===== src/rtl/dbg_pkg.sv =====
// Shared constants and types for the serial debug command parser.
package dbg_pkg;

    // Command opcodes (first byte of a frame)
    localparam logic [7:0] OP_INC = 8'h00;
    localparam logic [7:0] OP_RD  = 8'h01;
    localparam logic [7:0] OP_WR  = 8'h02;

    // Response bytes
    localparam logic [7:0] RSP_ACK = 8'hA5;
    localparam logic [7:0] RSP_ERR = 8'hEE;

    // Register bank addresses
    localparam logic [1:0] ADDR_CNT_LO  = 2'd0;
    localparam logic [1:0] ADDR_CNT_HI  = 2'd1;
    localparam logic [1:0] ADDR_SCRATCH = 2'd2;
    localparam logic [1:0] ADDR_STATUS  = 2'd3;

    // Parser states
    typedef enum logic [2:0] {
        ST_IDLE,
        ST_GET_ADDR,
        ST_GET_DATA,
        ST_RESP,
        ST_GUARD
    } state_e;

endpackage


===== src/rtl/dbg_regbank.sv =====
// Debug register bank: 16-bit command counter, scratch byte, sticky overrun.
module dbg_regbank
    import dbg_pkg::*;
(
    input  logic       clk,
    input  logic       rstn,
    input  logic       inc_i,
    input  logic       we_i,
    input  logic [1:0] waddr_i,
    input  logic [7:0] wdata_i,
    input  logic       set_ovr_i,
    input  logic [1:0] raddr_i,
    output logic [7:0] rdata_o,
    output logic [7:0] scratch_o
);

    logic [15:0] count_q;
    logic [7:0]  scratch_q;
    logic        overrun_q;

    // Storage: counter wraps naturally at 16 bits; a status write clears overrun,
    // but a simultaneous overrun event takes priority so no drop is ever lost.
    always_ff @(posedge clk or negedge rstn) begin
        if (!rstn) begin
            count_q   <= '0;
            scratch_q <= '0;
            overrun_q <= 1'b0;
        end else begin
            // NOTE: non-blocking assignments keep every flop sampling pre-edge values, independent of statement order.
            if (inc_i)
                count_q <= count_q + 16'd1;
            if (we_i && waddr_i == ADDR_SCRATCH)
                scratch_q <= wdata_i;
            if (set_ovr_i)
                overrun_q <= 1'b1;
            else if (we_i && waddr_i == ADDR_STATUS)
                overrun_q <= 1'b0;
        end
    end

    // Read mux; reads have no side effects.
    always_comb begin
        unique case (raddr_i)
            ADDR_CNT_LO:  rdata_o = count_q[7:0];
            ADDR_CNT_HI:  rdata_o = count_q[15:8];
            ADDR_SCRATCH: rdata_o = scratch_q;
            default:      rdata_o = {7'b0, overrun_q};
        endcase
    end

    assign scratch_o = scratch_q;

endmodule


===== src/rtl/dbg_cmd_parser.sv =====
// Framed read/write command parser between uart_rx and uart_tx, with
// inter-byte timeout and exactly one response byte per complete command.
module dbg_cmd_parser
    import dbg_pkg::*;
#(
    parameter int unsigned TIMEOUT = 1200000,
    parameter int unsigned TW      = 21
) (
    input  logic       clk,
    input  logic       rstn,
    input  logic       rcv,
    input  logic [7:0] data,
    input  logic       tx_ready,
    output logic       tx_start,
    output logic [7:0] tx_data,
    output logic [3:0] leds,
    output logic       act
);

    state_e        state_q, state_d;
    logic [TW-1:0] tmo_q, tmo_d;
    logic [1:0]    guard_q, guard_d;
    logic          is_wr_q, is_wr_d;
    logic [7:0]    addr_q, addr_d;
    logic [7:0]    tx_data_q, tx_data_d;

    logic          rb_inc, rb_we, rb_set_ovr;
    logic [7:0]    rb_rdata, rb_scratch;
    logic          tmo_hit;

    dbg_regbank u_regbank (
        .clk       (clk),
        .rstn      (rstn),
        .inc_i     (rb_inc),
        .we_i      (rb_we),
        .waddr_i   (addr_q[1:0]),
        .wdata_i   (data),
        .set_ovr_i (rb_set_ovr),
        .raddr_i   (data[1:0]),
        .rdata_o   (rb_rdata),
        .scratch_o (rb_scratch)
    );

    assign tmo_hit = (tmo_q == TW'(TIMEOUT));

    // State register and parser datapath registers.
    always_ff @(posedge clk or negedge rstn) begin
        if (!rstn) begin
            state_q   <= ST_IDLE;
            tmo_q     <= '0;
            guard_q   <= '0;
            is_wr_q   <= 1'b0;
            addr_q    <= '0;
            tx_data_q <= '0;
        end else begin
            state_q   <= state_d;
            tmo_q     <= tmo_d;
            guard_q   <= guard_d;
            is_wr_q   <= is_wr_d;
            addr_q    <= addr_d;
            tx_data_q <= tx_data_d;
        end
    end

    // Next-state logic: frame decoding, timeout, guard wait and bank control.
    always_comb begin
        // NOTE: every output gets a default first so no path leaves a value unassigned and infers a latch.
        state_d    = state_q;
        tmo_d      = '0;
        guard_d    = guard_q;
        is_wr_d    = is_wr_q;
        addr_d     = addr_q;
        tx_data_d  = tx_data_q;
        rb_inc     = 1'b0;
        rb_we      = 1'b0;
        rb_set_ovr = 1'b0;

        unique case (state_q)
            ST_IDLE: begin
                if (rcv) begin
                    case (data)
                        OP_INC: begin
                            rb_inc    = 1'b1;
                            tx_data_d = RSP_ACK;
                            state_d   = ST_RESP;
                        end
                        OP_RD: begin
                            is_wr_d = 1'b0;
                            state_d = ST_GET_ADDR;
                        end
                        OP_WR: begin
                            is_wr_d = 1'b1;
                            state_d = ST_GET_ADDR;
                        end
                        default: begin
                            tx_data_d = RSP_ERR;
                            state_d   = ST_RESP;
                        end
                    endcase
                end
            end
            ST_GET_ADDR: begin
                // A byte in the timeout cycle still counts: rcv has priority.
                if (rcv) begin
                    addr_d = data;
                    if (is_wr_q) begin
                        state_d = ST_GET_DATA;
                    end else begin
                        tx_data_d = (data[7:2] != '0) ? RSP_ERR : rb_rdata;
                        state_d   = ST_RESP;
                    end
                end else if (tmo_hit) begin
                    state_d = ST_IDLE;
                end else begin
                    tmo_d = tmo_q + TW'(1);
                end
            end
            ST_GET_DATA: begin
                if (rcv) begin
                    // Only scratch and status accept writes; the counter is read-only.
                    if (addr_q[7:2] == '0 && addr_q[1]) begin
                        rb_we     = 1'b1;
                        tx_data_d = RSP_ACK;
                    end else begin
                        tx_data_d = RSP_ERR;
                    end
                    state_d = ST_RESP;
                end else if (tmo_hit) begin
                    state_d = ST_IDLE;
                end else begin
                    tmo_d = tmo_q + TW'(1);
                end
            end
            ST_RESP: begin
                rb_set_ovr = rcv;
                if (tx_ready) begin
                    guard_d = '0;
                    state_d = ST_GUARD;
                end
            end
            ST_GUARD: begin
                // Two blind cycles give uart_tx time to drop ready after the start pulse.
                rb_set_ovr = rcv;
                if (guard_q != 2'd2)
                    guard_d = guard_q + 2'd1;
                else if (tx_ready)
                    state_d = ST_IDLE;
            end
            default: state_d = ST_IDLE;
        endcase
    end

    // Outputs: start pulse on the first ready cycle in RESP, activity flag.
    always_comb begin
        tx_start = (state_q == ST_RESP) && tx_ready;
        act      = (state_q != ST_IDLE);
    end

    assign tx_data = tx_data_q;
    assign leds    = rb_scratch[3:0];

endmodule


===== config.mk =====
export PLATFORM = sky130hd
export DESIGN_NAME = dbg_cmd_parser
export DESIGN_NICKNAME = d
export VERILOG_FILES = /design/src/rtl/dbg_pkg.sv /design/src/rtl/dbg_regbank.sv /design/src/rtl/dbg_cmd_parser.sv
export SDC_FILE = /design/constraint.sdc
export NUM_CORES = 1
export LEC_CHECK = 0
export BUFFER_PORTS_ARGS = -buffer_cell sky130_fd_sc_hd__buf_2
export CAP_MARGIN = 10
export CORE_MARGIN = 2
export CORE_UTILIZATION = 45
export DETAILED_ROUTE_END_ITERATION = 12
export GPL_TIMING_DRIVEN = 0
export PLACE_DENSITY_LB_ADDON = 0.1
export SLEW_MARGIN = 20
export SYNTH_ARGS = -nofsm -noshare
export SYNTH_HDL_FRONTEND = slang
export SYNTH_SLANG_ARGS = --single-unit

===== constraint.sdc =====
create_clock -name clk -period 1.7 [get_ports clk]
set_input_delay 0.255 -clock clk [delete_from_list [all_inputs] [get_ports clk]]
set_output_delay 0.255 -clock clk [all_outputs]
set_load 0.01 [all_outputs]

* After elaboration in Yosys (flattened, before gate mapping)
Cells that the tools add are included.
Operators by class: add/subtract/negate cells 3, multiplexer cells 35, reduce and logical (&&, ||, !) cells 22, eq/ne operators 21
Operator list (count):
- $mux W21 | 3
- $pmux W8 S3 | 2
- $mux W8 | 5
- $add A21 B1 Y21 const B | 1
- $eq A21 B21 Y1 const B | 1
- $mux W3 | 7
- $ne A2 B2 Y1 const B | 10
- $add A16 B1 Y16 const B | 1
- $pmux W8 S2 | 1
- $pmux W3 S5 | 1
- $mux W1 | 10
- $eq A8 B1 Y1 const B | 1
- $eq A8 B2 Y1 const B | 1
- $logic_not A8 Y1 | 1
- $mux W7 | 1
- $eq A2 B2 Y1 const B | 3
- $eq A3 B2 Y1 const B | 2
- $logic_not A6 Y1 | 1
- $mux W2 | 3
- $reduce_and A3 Y1 | 2
- $reduce_and A6 Y1 | 1
- $reduce_bool A2 Y1 | 3
- $reduce_bool A3 Y1 | 2
- $reduce_bool A6 Y1 | 1
- other kinds (12) | 17
Storage, ports and cells: output and inout bits 14, logic and storage cells 90, input port bits 12, register bits 68

* Longest topological paths before layout
Gate-level depths: netlist of the first run.
depth in word-level cells 8, depth in mapped cells 8, mapped depth without buffers 7

* By module
From an unflattened synthesis of the first run, not the netlist that was laid out.
Unflattened totals: cell total of the unflattened synthesis 339, area, all modules 3522.1 um^2
By module, submodules not included:
- dbg_cmd_parser | cells an instance 235, instances 1, area an instance 2297.2 um^2
- dbg_regbank | cells an instance 104, instances 1, area an instance 1224.9 um^2

* Least setup slack after synthesis of the first run
OpenSTA, ideal clock, no wires.
path type reg2reg, start point register tmo_q[0], end point register state_q[0], setup slack -0.047 ns, buffers on the path 0, data arrival time 1.629 ns, stages on the path, launching flop included 8, period minus slack after synthesis 1.747 ns, cells stage by stage dfrtp_1 -> inv_1 -> ha_1 -> nor4b_1 -> nand4_1 -> or3_1 -> a21o_1 -> a21o_1
On the way: cells in the longest elaborated chain, start to end 4
Ends and longest elaborated chain:
- start, declared | line dbg_cmd_parser.sv:21 | logic [TW-1:0] tmo_q, tmo_d;
- start signal, assigned | line dbg_cmd_parser.sv:57 | tmo_q <= tmo_d;
- $eq A21 B21 Y1 * | line dbg_cmd_parser.sv:44 | assign tmo_hit = (tmo_q == TW'(TIMEOUT));
- $mux W3 *
- $mux W3 (on tied branches)
- $pmux W3 S5 *
- end signal, assigned | line dbg_cmd_parser.sv:56 | state_q <= state_d;
- end, declared | line dbg_cmd_parser.sv:20 | state_e state_q, state_d;
Mark *: on every way between the ends. The rest lies on a longest branch, timed or not. A chain may end at the register's enable or synchronous reset.

* Final worst setup path of the first run
Same ends and word-level chain as after synthesis.

==> results of run 1 <==
==> flip-flops by register name (all words and copies together) (netlist names) <==
signal / count
addr_q: 8
tx_data: 8
guard_q: 2
u_regbank.scratch_o: 8
is_wr_q: 1
u_regbank.count_q: 16
tmo_q: 21
state_q: 3
u_regbank.overrun_q: 1
==> power by group <==
group,internal [mW],switching [mW],leakage [nW]
Clock,0.733,0.589,0.103
Combinational,1.11,1.06,1.03
Sequential,1.90,0.239,0.882
Total,3.74,1.89,2.02
==> routing by layer <==
layer	share of wire	vias up	wire, microns
met5	0	-	0
met4	0.023	0	187
met3	0.038	16	302
met2	0.48	63	3890
met1	0.46	1335	3660
li1	-	1314	-
==> logic make-up after synthesis <==
family                     after synthesis  share of synthesized area
buffers and inverters                   28                     0.0412
xor gates and xnor gates                36                     0.0895
muxes                                   25                     0.0892
and+or+nand+nor                        142                      0.207
AOI/OAI and AO/OA                       44                     0.0753
adders and majority gates                4                     0.0142
DFF                                     68                      0.483
==> final cells by class <==
class                      instances  area (sq um)  share of cell area
buffer                            17           140              0.0315
tap                              102           128              0.0287
inverter                          11          41.3             0.00929
clock buffer                      16           200              0.0450
sequential                        68          1710               0.384
timing repair buffer              46           344              0.0774
multi-input combinational        251          1880               0.424
==> critical path, stage by stage, from the launching register on <==
cell	delay [ps]
dfrtp_1	410
inv_1	70
ha_1	140
nor4b_2	180
nand4_1	120
or3_4	420
a21o_1	170
a21o_1	160
==> path summary, 6_finish.rpt <==
kind,startpoint,end,slack (ps),cells past startpoint
setup / recovery,tmo_q[0],state_q[0],-70,7
hold / removal,data[7],u_regbank.scratch_o[7],180,2
setup reg to reg,tmo_q[0],state_q[0],-70,7
hold reg to reg,tx_data[5],tx_data[5],480,1
max in group asynchronous,rstn,tmo_q[3],750,3
min in group asynchronous,rstn,tmo_q[7],400,2
==> repair_timing <==
action	CTS	global route
pin swaps	11	12
endpoints found under the setup margin	61	57
hold buffers	1	0
resized for setup	38	32
setup buffers	12	6
hold endpoints to repair	32	0
cloned	1	2
==> synthesized netlist by cell type, types with 2 or more instances <==
master | count | area, sq um
nand3_1 | 20 | 100
nand3b_1 | 3 | 22.5
nand2_1 | 30 | 113
xnor2_1 | 20 | 175
clkbuf_1 | 2 | 7.51
ha_1 | 4 | 50.1
mux2i_1 | 7 | 70.1
a21oi_1 | 14 | 70.1
inv_1 | 10 | 37.5
nor3_1 | 4 | 20.0
mux2_2 | 9 | 101
nor3_2 | 4 | 40.0
nand2b_1 | 2 | 12.5
buf_4 | 6 | 45.0
or2_2 | 2 | 12.5
xor2_1 | 16 | 140
buf_2 | 8 | 40.0
or3_1 | 2 | 12.5
nor3b_1 | 2 | 15.0
and3_1 | 4 | 25.0
a22oi_1 | 2 | 15.0
nor4b_1 | 3 | 26.3
a21o_1 | 9 | 67.6
dfrtp_1 | 68 | 1700
and2_1 | 2 | 12.5
nand4_1 | 14 | 87.6
mux2_4 | 8 | 120
o21ai_0 | 12 | 60.1
nor2_1 | 42 | 158
nor4_1 | 3 | 18.8
and4_1 | 2 | 17.5
==> through the flow <==
step,worst slack (ps),area (sq um),utilization,power (mW),TNS (ps)
after global placement,-311,3770,0.493,3.58,-11770
after detailed placement,-394,3790,0.496,3.62,-12560
after global routing,-151,4440,0.581,5.98,-5050
after floorplan,1.39,3530,-,3.16,0
final,-73.9,4440,0.581,5.63,-1630
after CTS,-56.9,4250,0.555,5.35,-797
==> qor.txt, run 1 <==
CTS sink cnt: 68
Slew Limit Headroom: 0.659
Post-Syn Area: 3520 sq um
HP Class: primary input to register
I/O Buffers: 23
DP Cell Count: 473
Syn Nets: 363
skew final: 10.7 ps
critical path endpoint category: register
Worst setup SP type: register
Clock Tree Root: clkbuf_8
routability cong.: 0.802
Max VDD drop: 643 uV
antenna diode count: 0
Ports: 26
Max Clock Freq: 564 MHz
vias in the first global route: 2743
# rows: 32
final worst slack: -73.9 ps
clk_lat worst skew: 340 ps
RSZ-0062 raised after global routing: true
worst hold slack: 184 ps
Synth Flop Type: dfrtp_1
Detailed Place HPWL: 5390 microns
GR Util met3: 0.0342
final number of setup-violating endpoints: 33
EDFF count, synth: 0
average via count per standard cell: 5.34
Filler Cell Count: 686
H-tree depth: 3
die area: 8550 sq um
layout cells sized above 1: 0.335
pin count of the biggest net entering global routing: 37
Syn Inst Count: 347
most frequent cells in the layout: dfrtp_1, nor2_1, nand2_1, buf_2, buf_4
status: finished, violations left
overall via count from detail_route: 2728
Core ar.: 7650 sq um
violated checks: negative setup slack
pwr/cell area: 1270 nW/um^2
final hold viol count: 0
Top Usage Layer GRT: met2
M2 GR Usage: 0.328
fraction of the yosys area taken by sequential cells: 0.483
Max Slew Vio Count: 0
grt total ovfl: 0
most common cell after layout, fill and taps aside: dfrtp_1
Avg Inst Size Synth: 10.2 sq um
initial antenna violation count: 0
Worst EP required: 1930 ps
Final Cycle Share: 1.04
met1 usage: 0.264
CTS max path bufs: 2
GRT Util Overall: 0.201
Max-cap violations: 0
ANT nets after route: 0
Net count, final: 420
Yosys warning total: 0
leakage: 2.02 nW
initial core utilization: 0.461
actual slew at the worst max-slew pin: 511 ps
DRC violation total after the first TritonRoute iteration: 156
CTS tree: yes
first-pass GRT wire length: 13400 microns
Setup CP Type: register to register
crit path DAT: 2000 ps
non-filler instance count after layout: 511
post-synthesis cell type count: 44
Vert. Die Dim: 92.5 microns
DR pass1 iterations: 5
Syn-to-layout area delta: 26.2%
wire length per cell: 15.7 microns
clock-pin slew on the worst setup and hold paths: 70 ps
Chip Width: 92.5 microns
DRC: 0
CTS buffer count: 9
crit-path max FO: 4
fin crit period: 1770 ps
Yosys reg bits: 68
FFs w/ async S/R, synth: 1.00
Routed WL: 8040 microns
Note: power is estimated with default switching activity, not from simulation.
==> run 2: changes to the inputs <==
- CAP_MARGIN: 10 -> unset
- REMOVE_ABC_BUFFERS: unset -> 1
==> run 2 against run 1 <==
Core utilization grew 0.70 points. Highest routed layer unchanged. Register-to-register slack lost 30 ps. Wire length grew 4.3%. Final cell count grew 0.39%. Sequential power is essentially flat. The run still ends with negative setup slack left. Clock-buffer cell count shrank 4. Clock skew is essentially flat. Combinational power grew 2%. Critical endpoint unchanged. Hold slack gained 2.8 ps. Largest cell class unchanged. Clock power shrank 11%.
==> qor.txt, run 2 (synthesis gave the netlist of run 1 again) <==
actual slew at the worst max-slew pin: 500 ps (-10.4 ps)
DRC: 0 (unchanged)
layout cells sized above 1: 0.350 (+0.0154)
Max VDD drop: 497 uV (-23%)
fin crit period: 1810 ps (+31.9 ps)
Worst setup SP type: register
H-tree depth: 3 (unchanged)
CTS tree: yes
Worst R2R Start: tmo_q[0]
DP Area: 3690 sq um (-2.6%)
Final Cycle Share: 1.06 (+0.0188)
Max-cap violations: 0 (unchanged)
CTS max path bufs: 2 (unchanged)
leakage: 2.01 nW (about the same)
Chip Width: 92.5 microns (unchanged)
final worst slack: -106 ps (-31.9 ps)
Setup CP Type: register to register
Filler Cell Count: 674 (-1.7%)
total power: 5.57 mW (-1.0%)
Net count, final: 422 (+0.48%)
DP Cell Count: 458 (-3.2%)
final number of setup-violating endpoints: 44 (+33%)
first-pass GRT wire length: 13000 microns (-3.0%)
Post-Place Setup Slack: -792 ps (-399 ps)
CP Cell Sequence: inv_1 -> ha_2 -> nor4b_4 -> nand4_1 -> or3_4 -> a21o_1 -> a21o_1
Detailed Place HPWL: 5120 microns (-5.0%)
crit-path max FO: 5 (+1)
vias in the first global route: 2610 (-4.8%)
Core ar.: 7650 sq um (unchanged)
initial core utilization: 0.461 (unchanged)
critical path endpoint category: register
GRT Util Overall: 0.198 (-0.00305)
Vert. Die Dim: 92.5 microns (unchanged)
WP buf/inv: 1 (unchanged)
routability cong.: 0.829 (+3.5%)
clk_lat worst skew: 350 ps (about the same)
CTS buffer count: 9 (unchanged)
DR pass1 iterations: 4 (-1)
ANT nets after route: 0 (unchanged)
critical path's slowest cell: or3_4
critical path startpoint: tmo_q[0]
Syn-to-layout area delta: 27.7%
RSZ-0062 raised after global routing: true
largest register by flop count: tmo_q
clock-pin slew on the worst setup and hold paths: 70 ps (about the same)
# rows: 32 (unchanged)
average via count per standard cell: 5.42 (+1.5%)
Util after Layout: 0.588 (+0.00704)
status: finished, violations left
setup_tns: -2370 ps (-743 ps)
pwr/cell area: 1240 nW/um^2 (-2.2%)
most common cell after layout, fill and taps aside: dfrtp_1
Slew Limit Headroom: 0.664 (+0.00490)
DRC violation total after the first TritonRoute iteration: 136 (-13%)
most frequent cells in the layout: dfrtp_1, nor2_1, buf_4, nand2_1, buf_2
grt total ovfl: 0 (unchanged)
pin count of the biggest net entering global routing: 41 (+11%)
violated checks: negative setup slack
Clock Tree Root: clkbuf_8
wire length per cell: 16.3 microns (+3.9%)
worst hold slack: 187 ps (+2.81 ps)
skew final: 10.8 ps (+0.124 ps)
die area: 8550 sq um (unchanged)
non-filler instance count after layout: 513 (+0.39%)
Max Slew Vio Count: 0 (unchanged)
max reg flops: 21 (unchanged)
initial antenna violation count: 0 (unchanged)
Max Clock Freq: 554 MHz (-1.8%)
I/O Buffers: 25 (+8.7%)
Top cell by count, worst path: a21o_1
CP peak stage delay: 430 ps (about the same)
Worst EP required: 1930 ps (about the same)
delay-heaviest family, CP: simple AND/OR/NAND/NOR gates
crit path DAT: 2030 ps (+30 ps)
Ports: 26 (unchanged)
Largest regs: tmo_q x21, u_regbank.count_q x16
overall via count from detail_route: 2779 (+1.9%)
CTS sink cnt: 68 (unchanged)
antenna diode count: 0 (unchanged)
final hold viol count: 0 (unchanged)
post-layout instance area: 4500 sq um (+1.2%)
HP Class: primary input to register
Hold Startpoint: data[2]
Routed WL: 8390 microns (+4.3%)
run 2: cell count changes in the layout (fill, tap and decap cells not counted), moves of 3 or more:
cell,change
nor2_4,+5
nand2_8,+3
buf_4,+9
buf_6,-7
clkbuf_8,-4
nor2_2,+4
nor2_1,-9
o21ai_1,+4
run 2: worst paths after layout:
path,end,slack [ps],cells after the start
setup reg to reg,state_q[0],-110,7
hold / removal,u_regbank.scratch_o[2],190,2
setup / recovery,state_q[0],-110,7
max in group asynchronous,u_regbank.scratch_o[6],790,3
min in group asynchronous,tmo_q[6],370,2
hold reg to reg,tx_data[5],470,1
run 2: repair_timing:
action,CTS,global route
setup endpoints to repair,61,59
resized for setup,27,45
pin swaps,15,26
hold buffers,1,0
hold endpoints to repair,28,0
cloned,0,3
setup buffers,20,17
run 2: layout make-up:
cell class,count,area (sq um),share of cell area
Inverter,11,41.3,0.00918
Timing Repair Buffer,62,468,0.104
Clock buffer,12,145,0.0323
Sequential cell,68,1710,0.379
Multi-Input combinational cell,254,1980,0.441
Tap cell,102,128,0.0284
Clock inverter,4,25.0,0.00556
run 2: report_power, final:
group          internal [mW]  switching (mW)  leakage (nW)
logic                   1.08            1.15          1.05
registers               1.90           0.267         0.884
clock network          0.565           0.613        0.0824
run 2: routing by layer:
metal / vias up / routed length, microns / share of wire / global-route usage
met5: - / 0 / 0 / 0
met4: 0 / 117 / 0.014 / 0.0759
met3: 10 / 314 / 0.037 / 0.0504
met2: 53 / 3850 / 0.46 / 0.277
met1: 1396 / 4100 / 0.49 / 0.293
li1: 1320 / - / - / -
==> run 3: changes to the inputs <==
- BUFFER_PORTS_ARGS: -buffer_cell sky130_fd_sc_hd__buf_2 -> unset
- DONT_BUFFER_PORTS: unset -> 1
- clock period: 1.7 -> 2.15 ns (I/O delays scaled with it)
==> run 3 against run 2 <==
The flow now finishes without violations. Clock power decreased by 21%. Sequential power down 17%. Sequential share of layout area grew 6.8 points. Largest cell class is now flip-flops and latches. Clock skew increased by 2.7 ps. Core utilization decreased by 9.0 points. Combinational power down 57%. Clock-buffer cell count rose by 1. Maximum frequency shrank 11%. Flip-flop and latch count unchanged. Cell area is 15% lower. Worst setup slack improved by 230 ps. Highest routed layer unchanged.
==> qor.txt, run 3 (synthesis gave the netlist of run 1 again) <==
final worst slack: 125 ps (+230 ps)
CTS buffer count: 9 (unchanged)
grt total ovfl: 0 (unchanged)
overall via count from detail_route: 2449 (-12%)
Max-cap violations: 0 (unchanged)
CTS tree: yes
fin crit period: 2030 ps (+220 ps)
max reg flops: 21 (unchanged)
clk_lat worst skew: 340 ps (about the same)
Vert. Die Dim: 92.5 microns (unchanged)
vias in the first global route: 2440 (-6.5%)
Final Cycle Share: 0.942 (-0.120)
crit path DAT: 2250 ps (+220 ps)
Clock Tree Root: clkbuf_8
delay-heaviest family, CP: simple AND/OR/NAND/NOR gates
Net count, final: 363 (-14%)
Ports: 26 (unchanged)
Core ar.: 7650 sq um (unchanged)
actual slew at the worst max-slew pin: 714 ps (+214 ps)
pin count of the biggest net entering global routing: 69 (+68%)
pwr/cell area: 964 nW/um^2 (-22%)
final hold viol count: 0 (unchanged)
I/O Buffers: 0 (-100%)
layout cells sized above 1: 0.140 (-0.211)
die area: 8550 sq um (unchanged)
# rows: 32 (unchanged)
CTS max path bufs: 2 (unchanged)
GRT Util Overall: 0.188 (-0.00909)
Post-Place Setup Slack: -252 ps (+541 ps)
DRC: 0 (unchanged)
WP buf/inv: 1 (unchanged)
Max VDD drop: 480 uV (-3.5%)
Worst EP required: 2370 ps (+440 ps)
Syn-to-layout area delta: 8.06%
DRC violation total after the first TritonRoute iteration: 130 (-4.4%)
Setup CP Type: register to register
CTS sink cnt: 68 (unchanged)
first-pass GRT wire length: 12600 microns (-3.4%)
Routed WL: 7320 microns (-13%)
average via count per standard cell: 5.41 (-0.20%)
leakage: 1.64 nW (-18%)
crit-path max FO: 5 (unchanged)
Slew Limit Headroom: 0.519 (-0.144)
CP peak stage delay: 490 ps (+60 ps)
skew final: 13.6 ps (+2.73 ps)
largest register by flop count: tmo_q
Largest regs: tmo_q x21, u_regbank.count_q x16
status: completed
final number of setup-violating endpoints: 0 (-100%)
critical path endpoint category: register
Filler Cell Count: 724 (+7.4%)
routability cong.: 0.833 (+0.46%)
Max Clock Freq: 494 MHz (-11%)
CP Cell Sequence: inv_1 -> ha_1 -> nor4b_1 -> nand4_1 -> or3_1 -> a21o_1 -> a21o_1
post-layout instance area: 3810 sq um (-15%)
critical path's slowest cell: or3_1
ANT nets after route: 0 (unchanged)
DP Area: 3550 sq um (-4.0%)
initial antenna violation count: 0 (unchanged)
most frequent cells in the layout: dfrtp_1, nor2_1, nand2_1, nand3_1, xnor2_1
total power: 3.67 mW (-34%)
HP Class: primary input to register
antenna diode count: 0 (unchanged)
Worst setup SP type: register
Detailed Place HPWL: 5010 microns (-2.2%)
H-tree depth: 3 (unchanged)
initial core utilization: 0.461 (unchanged)
Max Slew Vio Count: 0 (unchanged)
Chip Width: 92.5 microns (unchanged)
clock-pin slew on the worst setup and hold paths: 80 ps (about the same)
wire length per cell: 16.2 microns (-1.2%)
non-filler instance count after layout: 453 (-12%)
Top cell by count, worst path: a21o_1
DP Cell Count: 432 (-5.7%)
DR pass1 iterations: 4 (unchanged)
most common cell after layout, fill and taps aside: dfrtp_1
==> run 3: path summary, 6_finish.rpt <==
check                                     start                   end  slack, ps  cells after the start
max in group asynchronous                  rstn            state_q[1]       1340                      2
hold reg to reg            u_regbank.count_q[6]  u_regbank.count_q[6]        500                      1
min in group asynchronous                  rstn              tmo_q[6]        540                      2
hold / removal                          data[1]               is_wr_q        110                      2
setup / recovery                       tmo_q[0]            state_q[0]        120                      7
setup reg to reg                       tmo_q[0]            state_q[0]        120                      7
==> run 3: final cells by class <==
| type | count | area [sq um] | area share |
|---|---|---|---|
| timing repair buffer | 6 | 67.6 | 0.0178 |
| inverter | 11 | 41.3 | 0.0108 |
| multi-input combinational | 251 | 1700 | 0.446 |
| tap | 102 | 128 | 0.0335 |
| sequential | 68 | 1700 | 0.447 |
| clock buffer | 13 | 159 | 0.0417 |
| clock inverter | 2 | 10.0 | 0.00263 |
==> run 3: what timing repair did <==
item / 4_1_cts / 5_1_grt
pin swaps: 0 / 1
setup endpoints to repair: 28 / 43
endpoints found under the hold margin: 68 / 0
buffers inserted: 0 / 4
resized for setup: 2 / 4
hold buffers: 2 / 0
==> run 3: stage by stage <==
stage	utilization	hold slack [ps]	setup TNS [ps]
after floorplan	-	26.9	0
after detailed placement	0.464	28.8	-5140
after global routing	0.498	105	-3.70
after CTS	0.491	97.3	0
after global placement	0.464	28.6	-4010
final	0.498	115	0
==> run 3: metal layers <==
metal  wire, microns  track usage  up-vias
met3             307       0.0513        7
met4              40       0.0485        0
li1                -            -     1189
met2            3170        0.267       38
met5               0            0        -
met1            3800        0.285     1215
==> run 3: where the power goes <==
group	leakage [nW]	switching [mW]	internal, mW
clock network	0.0893	0.456	0.473
registers	0.888	0.292	1.49
logic	0.668	0.504	0.448
total	1.64	1.25	2.42
